===== src/rtl/trig_pkg.sv =====
// Shared types and constants for the multi-channel trigger controller.
package trig_pkg;

    typedef enum logic [2:0] {
        ST_IDLE  = 3'd0,
        ST_PRIME = 3'd1,
        ST_WAIT  = 3'd2,
        ST_DELAY = 3'd3,
        ST_WRITE = 3'd4,
        ST_DONE  = 3'd5
    } state_e;

    localparam logic [1:0] EDGE_NONE = 2'b00;
    localparam logic [1:0] EDGE_RISE = 2'b01;
    localparam logic [1:0] EDGE_FALL = 2'b10;
    localparam logic [1:0] EDGE_BOTH = 2'b11;

endpackage


===== src/rtl/trigger_unit_if.sv =====
// Channel-sample, configuration and memory-handshake bundle of the trigger controller.
interface trigger_unit_if #(
    parameter int CH    = 4,
    parameter int DLY_W = 16
);
    logic [CH-1:0]    data;
    logic [2*CH-1:0]  edge_sel;
    logic             combine_all;
    logic [DLY_W-1:0] trig_delay;
    logic             arm;
    logic             write_finish;
    logic             we;
    logic             armed;
    logic             triggered;
    logic             done;
    logic [CH-1:0]    trig_chan;

    modport slave (
        input  data, edge_sel, combine_all, trig_delay, arm, write_finish,
        output we, armed, triggered, done, trig_chan
    );

    modport master (
        output data, edge_sel, combine_all, trig_delay, arm, write_finish,
        input  we, armed, triggered, done, trig_chan
    );
endinterface


===== src/rtl/trigger_unit_edge_qual.sv =====
// Per-channel edge qualifier: compares the current sample with the previous one
// and reports whether the selected edge type occurred.
module edge_qual
    import trig_pkg::*;
(
    input  logic       data_i,
    input  logic       prev_i,
    input  logic [1:0] mode_i,
    output logic       q_o
);

    logic rise;
    logic fall;

    assign rise = ~prev_i & data_i;
    assign fall = prev_i & ~data_i;

    always_comb begin
        q_o = 1'b0;
        case (mode_i)
            EDGE_RISE: q_o = rise;
            EDGE_FALL: q_o = fall;
            EDGE_BOTH: q_o = rise | fall;
            default:   q_o = 1'b0;
        endcase
    end

endmodule


===== src/rtl/trigger_unit.sv =====
// Multi-channel trigger controller: per-channel edge qualification, any/all
// combination, post-trigger delay and sample-memory write enable generation.
module trigger_unit
    import trig_pkg::*;
#(
    parameter int CH       = 4,
    parameter int DLY_W    = 16,
    parameter bit AUTO_ARM = 1'b0
) (
    input  logic           clk,
    input  logic           reset,
    trigger_unit_if.slave  bus
);

    localparam logic [DLY_W-1:0] ONE = DLY_W'(1);

    state_e           state_q, state_d;
    logic [CH-1:0]    prev_q, prev_d;
    logic [CH-1:0]    trig_q, trig_d;
    logic [2*CH-1:0]  sel_q, sel_d;
    logic             all_q, all_d;
    logic [DLY_W-1:0] dly_q, dly_d;
    logic [DLY_W-1:0] cnt_q, cnt_d;
    logic [CH-1:0]    q;
    logic [CH-1:0]    en;
    logic             hit;
    logic             we;

    for (genvar i = 0; i < CH; i++) begin : g_ch
        edge_qual u_qual (
            .data_i (bus.data[i]),
            .prev_i (prev_q[i]),
            .mode_i (sel_q[2*i +: 2]),
            .q_o    (q[i])
        );
        assign en[i] = |sel_q[2*i +: 2];
    end

    // With every channel ignored q stays zero, so neither mode can ever hit.
    assign hit = all_q ? ((en != '0) && (q == en)) : (|q);

    always_comb begin
        state_d = state_q;
        prev_d  = prev_q;
        trig_d  = trig_q;
        sel_d   = sel_q;
        all_d   = all_q;
        dly_d   = dly_q;
        cnt_d   = cnt_q;
        we      = 1'b0;
        case (state_q)
            ST_IDLE, ST_DONE: begin
                if (bus.arm) begin
                    state_d = ST_PRIME;
                    sel_d   = bus.edge_sel;
                    all_d   = bus.combine_all;
                    dly_d   = bus.trig_delay;
                end
            end
            ST_PRIME: begin
                prev_d  = bus.data;
                state_d = ST_WAIT;
            end
            ST_WAIT: begin
                prev_d = bus.data;
                if (hit) begin
                    trig_d = q;
                    if (dly_q == '0) begin
                        we      = 1'b1;
                        state_d = ST_WRITE;
                    end else begin
                        // The trigger cycle counts as the first delay sample so
                        // that the first write lands exactly D samples later.
                        cnt_d   = dly_q - ONE;
                        state_d = (dly_q == ONE) ? ST_WRITE : ST_DELAY;
                    end
                end
            end
            ST_DELAY: begin
                cnt_d = cnt_q - ONE;
                if (cnt_q == ONE) begin
                    state_d = ST_WRITE;
                end
            end
            ST_WRITE: begin
                we = ~bus.write_finish;
                if (bus.write_finish) begin
                    state_d = ST_DONE;
                end
            end
            default: state_d = ST_IDLE;
        endcase
    end

    always_ff @(posedge clk) begin
        if (reset) begin
            state_q <= AUTO_ARM ? ST_PRIME : ST_IDLE;
            prev_q  <= '0;
            trig_q  <= '0;
            cnt_q   <= '0;
            sel_q   <= AUTO_ARM ? bus.edge_sel : '0;
            all_q   <= AUTO_ARM ? bus.combine_all : 1'b0;
            dly_q   <= AUTO_ARM ? bus.trig_delay : '0;
        end else begin
            state_q <= state_d;
            prev_q  <= prev_d;
            trig_q  <= trig_d;
            cnt_q   <= cnt_d;
            sel_q   <= sel_d;
            all_q   <= all_d;
            dly_q   <= dly_d;
        end
    end

    assign bus.we        = we;
    assign bus.armed     = (state_q == ST_PRIME) || (state_q == ST_WAIT) || (state_q == ST_DELAY);
    assign bus.triggered = (state_q == ST_DELAY) || (state_q == ST_WRITE);
    assign bus.done      = (state_q == ST_DONE);
    assign bus.trig_chan = trig_q;

endmodule


===== src/flat_wrapper.sv =====
// flat-port wrapper written by rule: the top's interface ports become plain ports
module trigger_unit_flat import trig_pkg::*;
#(
    parameter int CH       = 4,
    parameter int DLY_W    = 16,
    parameter bit AUTO_ARM = 1'b0
)
  (clk, reset, bus_data, bus_edge_sel, bus_combine_all, bus_trig_delay, bus_arm, bus_write_finish, bus_we, bus_armed, bus_triggered, bus_done, bus_trig_chan);
  trigger_unit_if #(.CH(CH), .DLY_W(DLY_W)) bus_i ();
  input  logic clk;
  input  logic reset;
  input wire logic [$bits(bus_i.data)-1:0] bus_data;
  input wire logic [$bits(bus_i.edge_sel)-1:0] bus_edge_sel;
  input wire logic [$bits(bus_i.combine_all)-1:0] bus_combine_all;
  input wire logic [$bits(bus_i.trig_delay)-1:0] bus_trig_delay;
  input wire logic [$bits(bus_i.arm)-1:0] bus_arm;
  input wire logic [$bits(bus_i.write_finish)-1:0] bus_write_finish;
  output wire logic [$bits(bus_i.we)-1:0] bus_we;
  output wire logic [$bits(bus_i.armed)-1:0] bus_armed;
  output wire logic [$bits(bus_i.triggered)-1:0] bus_triggered;
  output wire logic [$bits(bus_i.done)-1:0] bus_done;
  output wire logic [$bits(bus_i.trig_chan)-1:0] bus_trig_chan;
  assign bus_i.data = bus_data;
  assign bus_i.edge_sel = bus_edge_sel;
  assign bus_i.combine_all = bus_combine_all;
  assign bus_i.trig_delay = bus_trig_delay;
  assign bus_i.arm = bus_arm;
  assign bus_i.write_finish = bus_write_finish;
  assign bus_we = bus_i.we;
  assign bus_armed = bus_i.armed;
  assign bus_triggered = bus_i.triggered;
  assign bus_done = bus_i.done;
  assign bus_trig_chan = bus_i.trig_chan;
  trigger_unit #(.CH(CH), .DLY_W(DLY_W), .AUTO_ARM(AUTO_ARM)) u_core (.clk(clk), .reset(reset), .bus(bus_i));
endmodule

===== config.mk =====
export PLATFORM = sky130hd
export DESIGN_NAME = trigger_unit_flat
export DESIGN_NICKNAME = d
export VERILOG_FILES = /design/src/rtl/trig_pkg.sv /design/src/rtl/trigger_unit_if.sv /design/src/rtl/trigger_unit_edge_qual.sv /design/src/rtl/trigger_unit.sv /design/src/flat_wrapper.sv
export SDC_FILE = /design/constraint.sdc
export NUM_CORES = 1
export LEC_CHECK = 0
export ABC_CLOCK_PERIOD_IN_PS = 3220
export CAP_MARGIN = 30
export CORE_ASPECT_RATIO = 2
export CORE_MARGIN = 1.5
export CORE_UTILIZATION = 50
export CTS_CLUSTER_DIAMETER = 30
export CTS_CLUSTER_SIZE = 25
export DETAILED_ROUTE_END_ITERATION = 10
export GPL_TIMING_DRIVEN = 0
export PLACE_DENSITY = 0.73
export SYNTH_ARGS = -nofsm -noshare
export SYNTH_HDL_FRONTEND = slang
export SYNTH_SLANG_ARGS = --single-unit

===== constraint.sdc =====
create_clock -name clk -period 3.22 [get_ports clk]
set_input_delay 0.483 -clock clk [delete_from_list [all_inputs] [get_ports clk]]
set_output_delay 0.483 -clock clk [all_outputs]
set_load 0.02 [all_outputs]

==> metrics.yaml <==
place:
  dpl.hpwl_um: 6810
  io_buffers: 40
  dpl-instance-area_sq_mm: 0.00383
  finalWeightedCongestion: 1.03
  dpl_worst_slack_ps: -633
clock_network:
  clock_latency_ps: 300
  path_clk_slew_ps: 70
  htree_levels: 2
  clkSinkCount: 52
  clockRootBuffer: "clkbuf_16"
  tritoncts: "built"
  cts_made_buffers: 5
  clockBufferDepth: 2
critical_path:
  crit_end: "bus_we"
  crit_required_ps: 2740
  r2r-start: "u_core.prev_q[0]"
  timing.rr.end: "u_core.bus.trig_chan[0]"
  path_class: "primary input to primary output"
  r2r_cells: 8
  cp-end-kind: "primary output"
  cp_max_fo: 3
  crit_arrival_ps: 2550
  reg2reg_slack_ps: 700
  critPathLaunch: "bus_data[1]"
  cp-start-kind: "primary input"
power:
  p_sw_frac: 0.461
  power_mw: 3.53
  comb_power_share: 0.564
  pwr-share-seq: 0.277
  p_int_mw: 1.90
  irDropWorstVdd_uv: 519
  leakage_nw: 1.49
  clockPowerShare: 0.159
  power_density_mw_per_mm2: 885
  switching_power_mw: 1.63
layout:
  drive_gt1_frac: 0.0881
  final_cell_mix: "nand2_1 (72), dfxtp_1 (52), a21oi_1 (46)"
  antenna_cells: 0
  syn_to_final_growth_pct: 20.2
  fin_nets: 521
  stdcell_area_sq_mm: 0.00399
  final_common_cell: "nand2_1"
floorplanning:
  start_util: 0.522
  row_count: 41
  die_y_um: 118
  io_pins: 41
  coreArea_sq_mm: 0.00636
  die_area_sq_mm: 0.00716
  die_x_um: 60.6
route:
  drt_iter0_markers: 178
  vias: 3177
  drc: 0
  detail_route.first_pass.iterations: 5
  wire_per_inst_um: 15.4
  drt_wl_total_um: 8670
  ant_nets: 0
  vias_per_cell: 5.64
sta:
  final.min_clock_period_ps: 3030
  finalCritPeriodShare: 0.941
  rsz0062_at_grt: "false"
  slew_headroom: 0.501
  final-max-slew-violation-count: 0
  finalSetupViolCount: 0
  fin_skew_ps: 6.88
  fin_setup_tns_ps: 0
  finalWorstSetupSlack_ps: 189
  final_hold_viol_count: 0
  fmax_mhz: 330
  tightest_slew_ps: 742
synth:
  synth-seq-cells: 52
  syn_area_sq_mm: 0.00332
  yosysUniqueCellTypes: 63
  yosysSeqAreaShare: 0.314
  synth_edf_count: 0
  synth_warnings: 0
  ys_async_sr_fraction: 0
  syn_avg_cell_area_sq_um: 7.75
  synth.net_count: 473
  ys.flop_type: "dfxtp_1"
  syn_inst: 428
global_routing:
  grt_pass1_wl_um: 14600
  grt-ovfl-total: 0
  grt_usage: 0.263
  grt_antenna_before_repair: 0
  grt_max_degree: 19
  grt_pass1_vias: 3084
flow_run:
  max_cap_violations: 0
outcome:
  status: "complete, no violations"
hold_path:
  min_path_type: "register to register"
area by class of cell:
cell class,instances,area [sq um]
plain buffers,26,174
clock buffers,5,125
clock inverters,3,26.3
fillers,613,2370
inverters,21,78.8
multi-input cells,329,2030
flip-flops and latches,52,1040
well taps,86,108
repair buffers,41,409
stage by stage:
stage	hold slack, ps	util	std cells
after floorplan	434	-	428
after global placement	447	0.601	554
after detailed placement	453	0.601	554
after CTS	463	0.626	563
after global routing	481	0.627	563
final	459	0.627	563
worst max-delay path: stages:
cell and delay (ps):
clkdlybuf4s50_1 510, inv_1 60, ha_1 260, nand2b_1 110, a21oi_1 70, a31o_1 240
o41ai_4 290, nand2_2 110, a31oi_1 200, nor2_1 60, buf_4 150
registers in the layout (all words and copies together), names as in the netlist:
register	count
u_core.sel_q	8
u_core.prev_q	4
u_core.all_q	1
u_core.dly_q	16
u_core.state_q	3
u_core.cnt_q	16
u_core.bus.trig_chan	4
kinds of logic (layout without fill, tap and decap cells):
logic type | count (synthesis) | after routing | synth area share
and+or+nand+nor | 186 | 186 | 0.274
AOI/OAI and AO/OA | 101 | 101 | 0.206
DFF | 52 | 52 | 0.314
buffers and inverters | 47 | 96 | 0.0762
xor gates and xnor gates | 15 | 15 | 0.0396
muxes | 15 | 15 | 0.0456
adders and majority gates | 12 | 12 | 0.0452
cells in the mapped netlist, types with 4 or more instances:
master,count,area (sq um)
xor2_1,6,52.6
inv_1,21,78.8
ha_1,12,150
or3_1,4,25.0
a31oi_1,11,68.8
nand2b_1,9,56.3
or4_1,5,37.5
dfxtp_1,52,1040
clkbuf_8,5,68.8
clkbuf_1,16,60.1
o21ai_1,4,20.0
nor2_1,36,135
mux2i_1,14,140
nor4_1,5,31.3
nand2_1,73,274
nand3_1,14,70.1
nor3_1,17,85.1
a21oi_1,46,230
o21ai_0,7,35.0
xnor2_1,9,78.8
worst min-delay path by stage:
stage	to	depth (start not counted)	slack, ps	startpoint
floorplan	u_core.all_q	2	430	u_core.all_q
global placement	u_core.all_q	2	450	u_core.all_q
detailed placement	u_core.all_q	2	450	u_core.all_q
CTS	u_core.all_q	2	460	u_core.all_q
global route	u_core.all_q	2	480	u_core.all_q
finish	u_core.all_q	2	460	u_core.all_q
power groups by stage:
stage / clock network [mW] / registers [mW] / logic [mW]
CTS: 0.561 / 0.974 / 1.97
finish: 0.561 / 0.977 / 1.99
global placement: 0 / 0.982 / 1.92
detailed placement: 0 / 0.989 / 1.95
global route: 0.587 / 1.00 / 2.21
floorplan: 0 / 0.941 / 1.51
routing by layer:
metal,vias up,GRT usage,part of all wire
met1,1477,0.281,0.36
met2,84,0.481,0.58
met5,-,0,0
li1,1597,-,-
met3,19,0.0339,0.034
met4,0,0.115,0.026
what timing repair did:
item,CTS,global route
resized for setup,6,3
hold endpoints to repair,0,0
hold buffers,0,0
setup endpoints to repair,1,1
setup buffers,1,0
pin swaps,2,1
Note: power is estimated with default switching activity, not from simulation.
